### src/rtl/ram_pkg.sv
// ram_pkg: state encoding, strobe polarities and helpers shared by the SRAM controller.
`default_nettype none

package ram_pkg;

  typedef enum logic [2:0] {
    IDLE   = 3'd0,
    SETUP  = 3'd1,
    ACCESS = 3'd2,
    HOLD   = 3'd3,
    TURN   = 3'd4
  } ram_state_t;

  localparam logic CE_ACTIVE  = 1'b0;
  localparam logic CE2_ACTIVE = 1'b1;
  localparam logic WE_ACTIVE  = 1'b0;
  localparam logic OE_ACTIVE  = 1'b0;

  function automatic int max_int(input int a, input int b);
    return (a > b) ? a : b;
  endfunction

endpackage

`default_nettype wire

### src/rtl/sram_ctrl.sv
// sram_ctrl: valid/ready request to timed CE/WE/OE sequence for asynchronous SRAM.
`default_nettype none

module sram_ctrl
  import ram_pkg::*;
#(
  parameter int ADDR_WIDTH  = 17,
  parameter int DATA_WIDTH  = 8,
  parameter int WAIT_CYCLES = 2,
  parameter int TURNAROUND  = 1
) (
  input  logic                  clk,
  input  logic                  rst,
  input  logic                  req_valid,
  output logic                  req_ready,
  input  logic                  req_write,
  input  logic [ADDR_WIDTH-1:0] req_addr,
  input  logic [DATA_WIDTH-1:0] req_wdata,
  output logic                  rsp_valid,
  output logic [DATA_WIDTH-1:0] rsp_rdata,
  output logic                  ram_chip_enable,
  output logic                  ram_chip_enable2,
  output logic                  ram_write_enable,
  output logic                  ram_output_enable,
  output logic [ADDR_WIDTH-1:0] ram_address,
  output logic [DATA_WIDTH-1:0] ram_data_out,
  output logic                  ram_data_oe,
  input  logic [DATA_WIDTH-1:0] ram_data_in
);

  localparam int CNT_MAX = max_int(WAIT_CYCLES, TURNAROUND);
  localparam int CNT_W   = (CNT_MAX < 1) ? 1 : $clog2(CNT_MAX + 1);
  localparam logic [CNT_W-1:0] WAIT_LOAD = CNT_W'((WAIT_CYCLES > 0) ? WAIT_CYCLES - 1 : 0);
  localparam logic [CNT_W-1:0] TURN_LOAD = CNT_W'((TURNAROUND > 0) ? TURNAROUND - 1 : 0);

  generate
    if (WAIT_CYCLES < 1) begin : g_wait_check
      $error("sram_ctrl: WAIT_CYCLES must be at least 1");
    end
    if (TURNAROUND < 0) begin : g_turn_check
      $error("sram_ctrl: TURNAROUND must not be negative");
    end
  endgenerate

  ram_state_t       state;
  ram_state_t       state_next;
  logic [CNT_W-1:0] cnt;
  logic             wr_flag;
  logic             access_last;

  assign access_last = (state == ACCESS) && (cnt == '0);

  always_ff @(posedge clk or posedge rst) begin
    if (rst) begin
      state <= IDLE;
    end else begin
      state <= state_next;
    end
  end

  always_comb begin
    state_next = state;
    case (state)
      IDLE:    if (req_valid) state_next = SETUP;
      SETUP:   state_next = ACCESS;
      ACCESS: begin
        if (access_last) begin
          if (wr_flag)             state_next = HOLD;
          else if (TURNAROUND > 0) state_next = TURN;
          else                     state_next = IDLE;
        end
      end
      HOLD:    state_next = IDLE;
      TURN:    if (cnt == '0) state_next = IDLE;
      default: state_next = IDLE;
    endcase
  end

  // One counter serves both the strobe width and the read turnaround.
  always_ff @(posedge clk or posedge rst) begin
    if (rst) begin
      cnt <= '0;
    end else begin
      case (state)
        SETUP:   cnt <= WAIT_LOAD;
        ACCESS:  cnt <= access_last ? TURN_LOAD : cnt - CNT_W'(1);
        TURN:    if (cnt != '0) cnt <= cnt - CNT_W'(1);
        default: cnt <= cnt;
      endcase
    end
  end

  always_ff @(posedge clk or posedge rst) begin
    if (rst) begin
      wr_flag      <= 1'b0;
      ram_address  <= '0;
      ram_data_out <= '0;
      rsp_valid    <= 1'b0;
      rsp_rdata    <= '0;
    end else begin
      rsp_valid <= access_last;
      if (state == IDLE && req_valid) begin
        wr_flag      <= req_write;
        ram_address  <= req_addr;
        ram_data_out <= req_wdata;
      end
      if (access_last && !wr_flag) begin
        rsp_rdata <= ram_data_in;
      end
    end
  end

  // Strobes depend only on state and the captured write flag, never on req_*.
  always_comb begin
    req_ready         = 1'b0;
    ram_chip_enable   = ~CE_ACTIVE;
    ram_chip_enable2  = ~CE2_ACTIVE;
    ram_write_enable  = ~WE_ACTIVE;
    ram_output_enable = ~OE_ACTIVE;
    ram_data_oe       = 1'b0;
    case (state)
      IDLE: req_ready = 1'b1;
      SETUP: begin
        ram_chip_enable  = CE_ACTIVE;
        ram_chip_enable2 = CE2_ACTIVE;
        if (wr_flag) ram_data_oe       = 1'b1;
        else         ram_output_enable = OE_ACTIVE;
      end
      ACCESS: begin
        ram_chip_enable  = CE_ACTIVE;
        ram_chip_enable2 = CE2_ACTIVE;
        if (wr_flag) begin
          ram_write_enable = WE_ACTIVE;
          ram_data_oe      = 1'b1;
        end else begin
          ram_output_enable = OE_ACTIVE;
        end
      end
      HOLD: begin
        ram_chip_enable  = CE_ACTIVE;
        ram_chip_enable2 = CE2_ACTIVE;
        ram_data_oe      = 1'b1;
      end
      default: ;
    endcase
  end

endmodule

`default_nettype wire

### config.mk
export PLATFORM = sky130hd
export DESIGN_NAME = sram_ctrl
export DESIGN_NICKNAME = d
export VERILOG_FILES = /design/src/rtl/ram_pkg.sv /design/src/rtl/sram_ctrl.sv
export SDC_FILE = /design/constraint.sdc
export NUM_CORES = 1
export LEC_CHECK = 0
export ABC_AREA = 1
export CAP_MARGIN = 15
export CELL_PAD_IN_SITES_DETAIL_PLACEMENT = 1
export CELL_PAD_IN_SITES_GLOBAL_PLACEMENT = 2
export CORE_MARGIN = 4
export CORE_UTILIZATION = 23
export DETAILED_ROUTE_END_ITERATION = 7
export PLACE_DENSITY_LB_ADDON = 0.1
export SLEW_MARGIN = 25
export SYNTH_ARGS = -nofsm -noshare
export SYNTH_HDL_FRONTEND = slang
export SYNTH_SLANG_ARGS = --single-unit
### constraint.sdc
create_clock -name clk -period 1.5 [get_ports clk]
set_input_delay 0.15 -clock clk [delete_from_list [all_inputs] [get_ports clk]]
set_output_delay 0.15 -clock clk [all_outputs]
set_load 0.01 [all_outputs]
==> flow_summary.yaml <==
status:
  run_status: "finished clean"
floorplanning:
  die_w_um: 95.8
  rows: 31
  die_h_um: 95.8
  num_io_pins: 77
  die-area_um2: 9180
  coreArea_um2: 7370
  initial_utilization_pct: 24.1
placement:
  gp_congestion: 0.680
  hpwlAfterDp_um: 3860
  dp_cells: 383
  port_buffers: 76
global_route:
  grtUsageMet3_pct: 4.14
  grt_overflow_total: 0
  antenna_found_initial: 0
  gr-usage-met2_pct: 18.2
  grt_util_met1_pct: 16.3
  groute.usage.overall_pct: 12.2
  grt_max_degree: 41
  grt_pass1_vias: 1693
  busiest_layer: "met2"
  grt_pass1_wl_um: 8530
synth:
  synthAdderAreaFrac_pct: 0.705
  synth-compound-area-share_pct: 0.846
  synth.area.mux_share_pct: 0
  synth_ff_type: "dfrtp_1"
  synth_commonest_cells: "nand2_1, dfrtp_1, nand3_1, inv_1, nor2_1"
  syn_nets: 242
  synth_edf_count: 0
  synth-simple-area-share_pct: 36.2
  synth_top_area_cell: "dfrtp_1"
  synth_top_family_by_area: "simple AND/OR/NAND/NOR gates"
  synthTopCellsByArea: "dfrtp_1, nand2_1, nand3_1, nor2_8, inv_1"
  synthArstFlopShare_pct: 100
  synth_cell_type_count: 19
  yosysTopAreaCellShare_pct: 56.4
  synth-seq-area-share_pct: 56.4
  avgSynthCellArea_um2: 8.70
  syn_area_um2: 1770
  synth-xor-area-share_pct: 0
  yosysWarnings: 0
  ys_seq_elements: 40
  yosysMostFrequentCell: "nand2_1"
  synthCells: 204
timing:
  worst_slew_pin_slew_ps: 383
  post-route-period-util_pct: 92.0
  setup_viol: 0
  maxSlewHeadroom_pct: 74.4
  fmax_mhz: 725
  slew_violations: 0
  skew_ps: 6.34
  rsz0062_at_grt: "no"
  fin_crit_ps: 1380
  hold_viol_final: 0
cells_and_area:
  regArea_um2: 1000
  fin_nets: 331
  multi_input_area_um2: 694
  fill_cells: 869
  final_layout_size_suffix_gt1_share_pct: 12.9
  fin_cells: 393
  area_growth_pct: 61.1
  diodes: 0
setup_path:
  cpMaxStageDelayCell: "dfrtp_1"
  r2r_end: "ram_data_out[3]$_DFFE_PP0P_"
  worstSetupEndpoint: "req_ready"
  end_kind: "output port"
  startpoint_type: "register"
  crit_type: "reg2out"
  worstPathCellList: "buf_4 -> inv_2 -> nand2_2 -> nor2_8 -> buf_2"
  critPathMaxStageDelay_ps: 400
  r2r_start: "state[0]$_DFFE_PP0P_"
  crit_path_max_fanout: 3
  r2r_slack_ps: 120
  r2r_cells: 8
  cp_top_family: "flip-flops"
  crit_buf_inv: 3
  worst-path-stages: 5
  startpoint: "state[0]$_DFFE_PP0P_"
  crit_required_ps: 1350
  worstPathArrival_ps: 1230
routing:
  drc_errors: 0
  ant_nets: 0
  first_iter_violations: 31
  first_pass_iters: 4
  route.detailed.vias_per_inst: 4.21
  routed_wl_um: 5430
  vias: 1654
  wl_per_cell_um: 13.8
pwr:
  p_leak_nw: 1.43
  ir_drop_mv: 0.563
  cellPowerDensity_nw_per_um2: 2130
  power_mw: 6.09
clocking:
  cts_root_buf: "clkbuf_8"
  clockBufferDepth: 2
  cts_tree: "done"
  cts.clk_slew.worst_paths_ps: 80
  cts.hold.buffers_added: 0
  cts_num_sinks: 40
  cts_buffers: 5
  h-tree-depth: 2
  clk_latency_ps: 290
run:
  max_cap_violations: 0
hold_path:
  hold_class: "in2async"
==> timing repair <==
| item | CTS | global route |
|---|---|---|
| pin swaps | 0 | 0 |
| gates resized for setup | 12 | 7 |
| cloned | 0 | 1 |
| buffers inserted | 0 | 1 |
| setup endpoints to repair | 7 | 9 |
==> cells in the final DEF (no fill, tap or decap), drive strengths merged <==
cell type	count
clkdlybuf4s50	70
o21ai	1
bufinv	1
dfrtp	40
nand3	39
a21oi	2
nor2	8
buf	15
dlygate4sd2	2
ha	1
clkbuf	10
nand4	1
clkinv	1
nand2	93
inv	10
==> cell type report <==
cell class | count | area share, %
inverter | 11 | 1.44
multi-input combinational | 145 | 24.3
timing repair buffer | 90 | 30.5
clock inverter | 1 | 1.05
tap | 99 | 4.33
sequential | 40 | 35.0
clock buffer | 7 | 3.37
==> power breakdown <==
| part | switching [mW] | internal (mW) | leakage [nW] |
|---|---|---|---|
| clock | 0.374 | 0.587 | 0.0645 |
| sequential | 0.288 | 1.60 | 0.493 |
| combinational | 1.68 | 1.56 | 0.871 |
| total | 2.34 | 3.75 | 1.43 |
==> state kept, by name, summed over array words and instances (netlist names) <==
signal,count
cnt,2
ram_address,17
ram_data_out,8
rsp_rdata,8
rsp_valid,1
state,3
wr_flag,1
==> worst min path at each step <==
| stage | startpoint | endpoint | slack (ps) | cells after the start |
|---|---|---|---|---|
| floorplan | req_addr[10] | ram_address[10]$_DFFE_PP0P_ | 290 | 2 |
| global placement | ram_address[3]$_DFFE_PP0P_ | ram_address[3]$_DFFE_PP0P_ | 450 | 2 |
| detailed placement | rsp_rdata[1]$_DFFE_PP0P_ | rsp_rdata[1]$_DFFE_PP0P_ | 460 | 2 |
| CTS | rst | ram_data_out[2]$_DFFE_PP0P_ | 200 | 3 |
| global route | rst | ram_data_out[2]$_DFFE_PP0P_ | 220 | 3 |
| finish | rst | ram_data_out[2]$_DFFE_PP0P_ | 190 | 3 |
==> through the flow <==
step	TNS (ps)	utilization (%)	setup slack, ps	hold slack, ps	area [µm²]
CTS	0	38.7	3.55	201	2860
global placement	0	36.9	25.0	453	2720
finish	0	38.8	120	192	2860
global route	0	38.8	18.5	222	2860
detailed placement	-31.6	36.9	-31.6	460	2720
floorplan	0	-	197	295	1770
==> worst register-to-register path, delay by kind of cell (launching register included) <==
| kind | cells | cell delay (ps) |
|---|---|---|
| buffers and inverters | 4 | 580 |
| and+or+nand+nor | 4 | 350 |
| DFF | 1 | 400 |
==> per-layer routing <==
layer	share of wire, %	wire (µm)	up-vias
met5	0	0	-
met4	1.4	74	0
met3	6.1	329	8
met2	48	2590	41
met1	45	2440	784
li1	-	-	821
==> cell families after synthesis <==
family / Yosys count
AO/OA/AOI/OAI: 3
adder cells (fa/ha/maj): 1
buffers and inverters: 20
flip-flops: 40
AND/OR/NAND/NOR: 140
No activity file was read; power rests on OpenSTA's default activity.
